==> config.mk <==
export PLATFORM = sky130hd
export DESIGN_NAME = sram_rd_arbiter
export DESIGN_NICKNAME = d
export VERILOG_FILES = /design/src/rtl/sram_rd_arbiter.sv
export SDC_FILE = /design/constraint.sdc
export NUM_CORES = 1
export LEC_CHECK = 0
export BUFFER_PORTS_ARGS = -buffer_cell sky130_fd_sc_hd__buf_2
export CORE_AREA = 2 2 264 266
export CTS_BUF_LIST = sky130_fd_sc_hd__clkbuf_2 sky130_fd_sc_hd__clkbuf_4 sky130_fd_sc_hd__clkbuf_8
export DETAILED_ROUTE_END_ITERATION = 10
export DIE_AREA = 0 0 266 268
export GPL_ROUTABILITY_DRIVEN = 0
export GPL_TIMING_DRIVEN = 0
export PLACE_DENSITY = 0.3
export SLEW_MARGIN = 20
export SYNTH_ARGS = -nofsm -noshare
export SYNTH_HDL_FRONTEND = slang
export SYNTH_SLANG_ARGS = --single-unit
==> constraint.sdc <==
create_clock -name clk -period 2.35 [get_ports clk]
set_input_delay 0.235 -clock clk [delete_from_list [all_inputs] [get_ports clk]]
set_output_delay 0.235 -clock clk [all_outputs]
set_load 0.03 [all_outputs]
==> src/rtl/sram_rd_arbiter.sv <==
// Round-robin arbiter sharing one single-outstanding SRAM-style read channel
// among icache refill (0), dcache refill (1) and uncached LSU reads (2).
module sram_rd_arbiter #(
    parameter int N_REQ  = 3,
    parameter int ADDR_W = 32,
    parameter int TYPE_W = 6,
    parameter int DATA_W = 256
) (
    input  logic                      clk,
    input  logic                      rst_n,
    input  logic [N_REQ-1:0]          s_req,
    input  logic [N_REQ*ADDR_W-1:0]   s_addr,
    input  logic [N_REQ*TYPE_W-1:0]   s_type,
    input  logic [N_REQ-1:0]          s_abort,
    output logic [N_REQ-1:0]          s_rdy,
    output logic [N_REQ-1:0]          s_re_valid,
    output logic [DATA_W-1:0]         s_re_data,
    output logic                      m_req,
    output logic [ADDR_W-1:0]         m_addr,
    output logic [TYPE_W-1:0]         m_type,
    input  logic                      m_rdy,
    input  logic                      m_re_valid,
    input  logic [DATA_W-1:0]         m_re_data,
    output logic                      busy,
    output logic [1:0]                grant
);

    typedef enum logic [1:0] {
        IDLE  = 2'd0,
        ISSUE = 2'd1,
        WAIT  = 2'd2
    } state_e;

    state_e              state_q, state_d;
    logic [1:0]          ptr_q, ptr_d;
    logic [1:0]          grant_q, grant_d;
    logic                drop_q, drop_d;
    logic [ADDR_W-1:0]   addr_q, addr_d;
    logic [TYPE_W-1:0]   type_q, type_d;

    logic [N_REQ-1:0]    avail;
    logic [N_REQ-1:0]    rdy_s;
    logic [N_REQ-1:0]    rvalid_s;
    logic [1:0]          cand0, cand1, cand2;
    logic [1:0]          win;
    logic                hit;
    logic                abort_g;

    function automatic logic [1:0] inc_idx(input logic [1:0] i);
        case (i)
            2'd0:    inc_idx = 2'd1;
            2'd1:    inc_idx = 2'd2;
            default: inc_idx = 2'd0;
        endcase
    endfunction

    function automatic logic pick_bit(input logic [N_REQ-1:0] v, input logic [1:0] i);
        case (i)
            2'd0:    pick_bit = v[0];
            2'd1:    pick_bit = v[1];
            default: pick_bit = v[2];
        endcase
    endfunction

    function automatic logic [N_REQ-1:0] onehot(input logic [1:0] i);
        case (i)
            2'd0:    onehot = 3'b001;
            2'd1:    onehot = 3'b010;
            default: onehot = 3'b100;
        endcase
    endfunction

    function automatic logic [ADDR_W-1:0] pick_addr(input logic [N_REQ*ADDR_W-1:0] v,
                                                    input logic [1:0] i);
        case (i)
            2'd0:    pick_addr = v[0*ADDR_W +: ADDR_W];
            2'd1:    pick_addr = v[1*ADDR_W +: ADDR_W];
            default: pick_addr = v[2*ADDR_W +: ADDR_W];
        endcase
    endfunction

    function automatic logic [TYPE_W-1:0] pick_type(input logic [N_REQ*TYPE_W-1:0] v,
                                                    input logic [1:0] i);
        case (i)
            2'd0:    pick_type = v[0*TYPE_W +: TYPE_W];
            2'd1:    pick_type = v[1*TYPE_W +: TYPE_W];
            default: pick_type = v[2*TYPE_W +: TYPE_W];
        endcase
    endfunction

    // Round-robin scan from ptr over requesters that are not cancelling.
    always_comb begin
        avail = s_req & ~s_abort;
        cand0 = ptr_q;
        cand1 = inc_idx(cand0);
        cand2 = inc_idx(cand1);
        hit   = |avail;
        if (pick_bit(avail, cand0)) begin
            win = cand0;
        end else if (pick_bit(avail, cand1)) begin
            win = cand1;
        end else begin
            win = cand2;
        end
    end

    // Next-state logic; s_rdy/s_re_valid pulses are combinational with m_rdy/m_re_valid.
    always_comb begin
        state_d  = state_q;
        ptr_d    = ptr_q;
        grant_d  = grant_q;
        drop_d   = drop_q;
        addr_d   = addr_q;
        type_d   = type_q;
        rdy_s    = 3'b000;
        rvalid_s = 3'b000;
        abort_g  = pick_bit(s_abort, grant_q);
        case (state_q)
            IDLE: begin
                if (hit) begin
                    grant_d = win;
                    addr_d  = pick_addr(s_addr, win);
                    type_d  = pick_type(s_type, win);
                    state_d = ISSUE;
                end else begin
                    state_d = IDLE;
                end
            end
            ISSUE: begin
                // Acceptance wins over a same-cycle abort; the abort then only drops the data.
                if (m_rdy) begin
                    rdy_s   = onehot(grant_q);
                    drop_d  = abort_g;
                    state_d = WAIT;
                end else if (abort_g) begin
                    ptr_d   = inc_idx(grant_q);
                    state_d = IDLE;
                end else begin
                    state_d = ISSUE;
                end
            end
            WAIT: begin
                if (m_re_valid) begin
                    if (!drop_q && !abort_g) begin
                        rvalid_s = onehot(grant_q);
                    end else begin
                        rvalid_s = 3'b000;
                    end
                    ptr_d   = inc_idx(grant_q);
                    drop_d  = 1'b0;
                    state_d = IDLE;
                end else begin
                    drop_d  = drop_q | abort_g;
                    state_d = WAIT;
                end
            end
            default: begin
                drop_d  = 1'b0;
                state_d = IDLE;
            end
        endcase
    end

    // State and latched request registers with synchronous active-high reset.
    always_ff @(posedge clk) begin
        if (rst_n) begin
            state_q <= IDLE;
            ptr_q   <= 2'd0;
            grant_q <= 2'd0;
            drop_q  <= 1'b0;
            addr_q  <= {ADDR_W{1'b0}};
            type_q  <= {TYPE_W{1'b0}};
        end else begin
            state_q <= state_d;
            ptr_q   <= ptr_d;
            grant_q <= grant_d;
            drop_q  <= drop_d;
            addr_q  <= addr_d;
            type_q  <= type_d;
        end
    end

    // Outputs are forced low for the whole reset cycle, even mid-transaction.
    assign s_rdy      = rst_n ? 3'b000 : rdy_s;
    assign s_re_valid = rst_n ? 3'b000 : rvalid_s;
    assign s_re_data  = rst_n ? {DATA_W{1'b0}} : m_re_data;
    assign m_req      = ~rst_n & (state_q == ISSUE);
    assign m_addr     = rst_n ? {ADDR_W{1'b0}} : addr_q;
    assign m_type     = rst_n ? {TYPE_W{1'b0}} : type_q;
    assign busy       = ~rst_n & (state_q != IDLE);
    assign grant      = rst_n ? 2'd0 : grant_q;

endmodule

Word-level counts from Yosys, hierarchy flattened

Cells that the tools add are included.

Flip-flop bits (word level): 45
Output and inout port bits: 304
Word-level logic and storage cells: 72
Input bits: 380

Bitwise gates (word level): 7
Eq/ne operators: 10
Muxes and demuxes: 35
Reductions and logical operators: 14

Operators by type and width:

| operator                                            | count |
|---|---|
| 2-to-1 mux 256 bit                                  | 1 |
| case mux 32 bit (2 select lines)                    | 1 |
| 2-to-1 mux 32 bit                                   | 1 |
| 2-to-1 mux 3 bit                                    | 7 |
| 2-to-1 mux 2 bit                                    | 8 |
| case mux 2 bit (2 select lines)                     | 4 |
| case mux 6 bit (2 select lines)                     | 1 |
| equality test 2 x 1 -> 1 bit, second input constant | 5 |
| logical NOT 2 bit                                   | 5 |
| inequality test 2 bit, second input constant        | 4 |
| 2-to-1 mux 6 bit                                    | 1 |
| case mux 1 bit (2 select lines)                     | 3 |
| case mux 2 bit (3 select lines)                     | 1 |
| case mux 3 bit (2 select lines)                     | 1 |
| 2-to-1 mux 1 bit                                    | 5 |
| AND reduction 2 bit                                 | 2 |
| AND reduction 4 bit                                 | 1 |
| nonzero test 2 bit                                  | 2 |
| bitwise AND 3 bit                                   | 1 |
| inverter 3 bit                                      | 1 |
| case mux 1 bit (3 select lines)                     | 1 |
| OR reduction 3 bit                                  | 1 |
| bitwise AND 1 bit                                   | 2 |
| equality test 2 bit, second input constant          | 1 |
| other kinds (4)                                     | 6 |

Logic depth before layout (Yosys ltp)

Depth in word-level cells: 9
Gate-level depth with buffers: 8

Least setup slack after synthesis

No wires, ideal clock.

Path type: flip-flop to output port
Start point: register grant_q[0]
End point: output port s_re_valid[0]
Required time: 2115 ps
Slack: 223 ps
Data arrival time: 1892 ps
Cell stages (with the launch flop): 6
Cell sequence: dfxtp_1 > nor2b_1 > a211oi_1 > nand2b_1 > nand4b_1 > nor4_1

Word-level cells in the longest chain between the ends: 8

RTL lines:

| item                                                              | RTL line | RTL |
|---|---|---|
| from (decl)                                                       | 36       | `logic [1:0] grant_q, grant_d;` |
| from (signal assigned)                                            | 176      | `grant_q <= grant_d;` |
| equality test 2 x 1 -> 1 bit or logical NOT 2 bit (tied branches) | 58, 66   |  |
| case mux 1 bit (2 select lines)                                   | 58       | `case (i)` |
| logical NOT 1 bit                                                 | 144      | `if (!drop_q && !abort_g) begin` |
| logical AND 1 bit                                                 | 144      |  |
| 2-to-1 mux 3 bit (*)                                              | 144      |  |
| 2-to-1 mux 3 bit (*)                                              | 143      | `if (m_re_valid) begin` |
| 2-to-1 mux 3 bit (*)                                              | 118      | `case (state_q)` |
| 2-to-1 mux 3 bit (*)                                              | 185      | `assign s_re_valid = rst_n ? 3'b000 : rvalid_s;` |
| to (decl)                                                         | 16       | `output logic [N_REQ-1:0] s_re_valid,` |

Every way passes the cells marked *; elsewhere a longest branch is shown, timed or not.

Worst setup path after layout

Start point: input port rst_n
End point: output port s_re_data[182]

Word-level cells in the longest chain between the ends: 1

RTL lines:

| item               | RTL line | RTL |
|---|---|---|
| from (decl)        | 10       | `input logic rst_n,` |
| 2-to-1 mux 256 bit | 186      | `assign s_re_data = rst_n ? {DATA_W{1'b0}} : m_re_data;` |
| to (decl)          | 17       | `output logic [DATA_W-1:0] s_re_data,` |

No other way between the ends.

==> impl_metrics.env <==
export IMPL_status="complete, no violations"
export IMPL_yosysTopAreaCell="nor2b_1"
export IMPL_postCtsHoldBufs=0
export IMPL_synth_yosys_seq_area_share_pct=19.9
export IMPL_synth_area_leaders="nor2b_1 (46%), dfxtp_1 (20%), mux2i_1 (9.0%)"
export IMPL_netlist_area_mm2=0.00454
export IMPL_initial_core_util_pct=6.65
export IMPL_portBuffers=682
export IMPL_p_seq_share_pct=24.5
export IMPL_drt_met1_wl_um=16800
export IMPL_grt_pass1_wl_um=56500
export IMPL_clock_fmax_ghz=0.459
export IMPL_finalClockSkew_ps=12.3
export IMPL_grt_usage_pct=11.4
export IMPL_yosys_most_used_dff="dfxtp_1"
export IMPL_switching_share_pct=48.5
export IMPL_placed_area_mm2=0.00906
export IMPL_rows=96
export IMPL_cts_tree="yes"
export IMPL_power_frac_comb_pct=55.8
export IMPL_ys_async_sr_fraction_pct=0
export IMPL_finalSetupViolCount=0
export IMPL_synthTopCellsByCount="nor2b_1 (336), nor2_1 (48), clkbuf_1 (47), dfxtp_1 (45), mux2i_1 (41)"
export IMPL_yosysMostFrequentCell="nor2b_1"
export IMPL_required_ps=2120
export IMPL_wire_per_inst_um=20.0
export IMPL_startpoint="rst_n"
export IMPL_clk_latency_ps=370
export IMPL_final_hold_viol_count=0
export IMPL_end_kind="output pin"
export IMPL_cts_sinks=45
export IMPL_tns_ps=0
export IMPL_num_fill_cells=8010
export IMPL_top_layer="met5"
export IMPL_ir_drop_uv=256
export IMPL_met2_length_um=21100
export IMPL_worst_slew_pin_slew_ps=923
export IMPL_max_slew_margin_pct=38.5
export IMPL_cp_max_fo=10
export IMPL_syn_inst=607
export IMPL_fin_crit_sh_pct=92.6
export IMPL_yosysTopAreaCellShare_pct=46.3
export IMPL_placed_cells=2171
export IMPL_wl_met3_um=5210
export IMPL_synth_edf_count=0
export IMPL_finalMaxSlewViolations=0
export IMPL_io_pins=684
export IMPL_clockBufferDepth=2
export IMPL_reg2reg_from="state_q[0]"
export IMPL_synth_seq_cells=45
export IMPL_rsz0062_at_grt="no"
export IMPL_power_density_mw_per_mm2=402
export IMPL_core_area_mm2=0.0682
export IMPL_worstSetupPathType="in2out"
export IMPL_switchingPower_mw=1.81
export IMPL_path_cells="clkbuf_1 > clkbuf_2 > clkbuf_1 > nor2b_1 > buf_2"
export IMPL_p_int_mw=1.92
export IMPL_synth_cell_types=33
export IMPL_dieWidth_um=266
export IMPL_cts_buffers=5
export IMPL_cp_arrival_ps=1940
export IMPL_worstHoldStart="s_addr[95]"
export IMPL_finalCriticalPeriod_ps=2180
export IMPL_synth_nets=991
export IMPL_drt_iter0_drc=294
export IMPL_crit_top_cell="clkbuf_1"
export IMPL_power_frac_clock_pct=19.8
export IMPL_grt_pass1_vias=7255
export IMPL_grt_max_degree=15
export IMPL_drive_gt1_share_pct=56.5
export IMPL_drtAntennaViolNets=0
export IMPL_via_per_inst=3.19
export IMPL_drc=0
export IMPL_routed_wl_um=43900
export IMPL_vias=7008
export IMPL_hold_path_class="in2reg"
export IMPL_firstDrtPassIters=4
export IMPL_fin_area_mm2=0.00929
export IMPL_start_kind="input port"
export IMPL_slowest_stage="clkbuf_1"
export IMPL_maxCapViolCount=0
export IMPL_max_stage_delay_ps=490
export IMPL_dp_hpwl_um=39000
export IMPL_antenna_found_initial=30
export IMPL_cts_root_buf="clkbuf_8"
export IMPL_clkTransAtPathRegs_ps=120
export IMPL_grt_overflow_total=0
export IMPL_instances_no_fill=2194
export IMPL_area_growth_pct=105
export IMPL_power_leakage_nw=4.67
export IMPL_fin_util_pct=13.6
export IMPL_ys_warn_count=0
export IMPL_syn_area_per_cell_um2=7.48
export IMPL_htree_levels=2
export IMPL_die_area_mm2=0.0713
export IMPL_die_h_um=268
export IMPL_finalNetCount=1683
export IMPL_power_mw=3.74
## cells in the final DEF, fill, tap and decap left out, types with 2 or more instances in the layout
cell type  Yosys  routed
a2111oi_2      9       9
nor2b_1      336     336
a21oi_1        3       3
nand2b_1       7       6
inv_1          6       6
dfxtp_1       45      43
clkbuf_1      47      31
a2111oi_0      9       9
a211oi_1       4       3
buf_4          2       6
a2111oi_1     20      20
o21ai_0        2       2
nor3_1         4       4
clkbuf_4       0       3
ha_1           4       4
buf_2          2     683
diode_2        0      12
nor2_1        48      48
mux2i_1       41      41
clkbuf_2       0      14
clkbuf_8       0       5
## kinds of logic after synthesis
family	count (synthesis)	share of synthesized area, %
simple gates	403	52.9
fa+ha+maj	4	1.10
compound gates	52	11.1
buf+inv	61	5.68
flops	45	19.9
mux	42	9.29
## what timing repair did
| action | 4_1_cts | 5_1_grt |
|---|---|---|
| setup endpoints to repair | 136 | 35 |
| pin swaps | 2 | 1 |
| buffers inserted | 2 | 1 |
| gates resized for setup | 22 | 8 |
## power groups by stage
stage	combinational, mW	clock [mW]	sequential (mW)
finish	2.08	0.738	0.914
detailed placement	2.11	0	0.933
global placement	2.11	0	0.931
global route	2.24	0.825	0.926
floorplan	1.18	0	0.907
CTS	2.13	0.823	0.915
## worst max-delay path, delay by kind of cell
kind / cells / cell delay [ps]
simple gates: 1 / 240
buf+inv: 4 / 1450
## stage by stage
stage / hold slack [ps] / setup WS (ps)
3_3_place_gp: 465 / -570
2_1_floorplan: 424 / 223
5_1_grt: 117 / 0.519
3_5_place_dp: 465 / -579
4_1_cts: 99.2 / 5.11
6_report: 149 / 173
## worst paths after layout
check,slack (ps),end,cells past startpoint
max,170,s_re_data[182],5
min,150,addr_q[31],3
max reg2reg,240,addr_q[3],8
min reg2reg,490,drop_q,2
## routing by layer
metal	vias up	global-route usage, %
met5	-	0
met4	30	2.38
met3	64	6.12
met2	371	19.4
met1	3178	12.7
li1	3365	-
## registers in the layout (all words and copies together), names as in the netlist
signal	flops
grant_q	2
cand0	2
state_q	2
drop_q	1
type_q	6
addr_q	32
## area by class of cell
cell class | instances | area, µm² | share of cell area [%]
Buffer | 55 | 267 | 2.87
Sequential cell | 45 | 906 | 9.75
Tap cell | 882 | 1100 | 11.9
Clock inverter | 2 | 38.8 | 0.418
Inverter | 6 | 22.5 | 0.243
Clock buffer | 6 | 76.3 | 0.822
Timing Repair Buffer | 685 | 3440 | 37.0
Antenna cell | 12 | 30.0 | 0.323
Multi-Input combinational cell | 501 | 3400 | 36.7
Power figures use the tool's default switching activity.
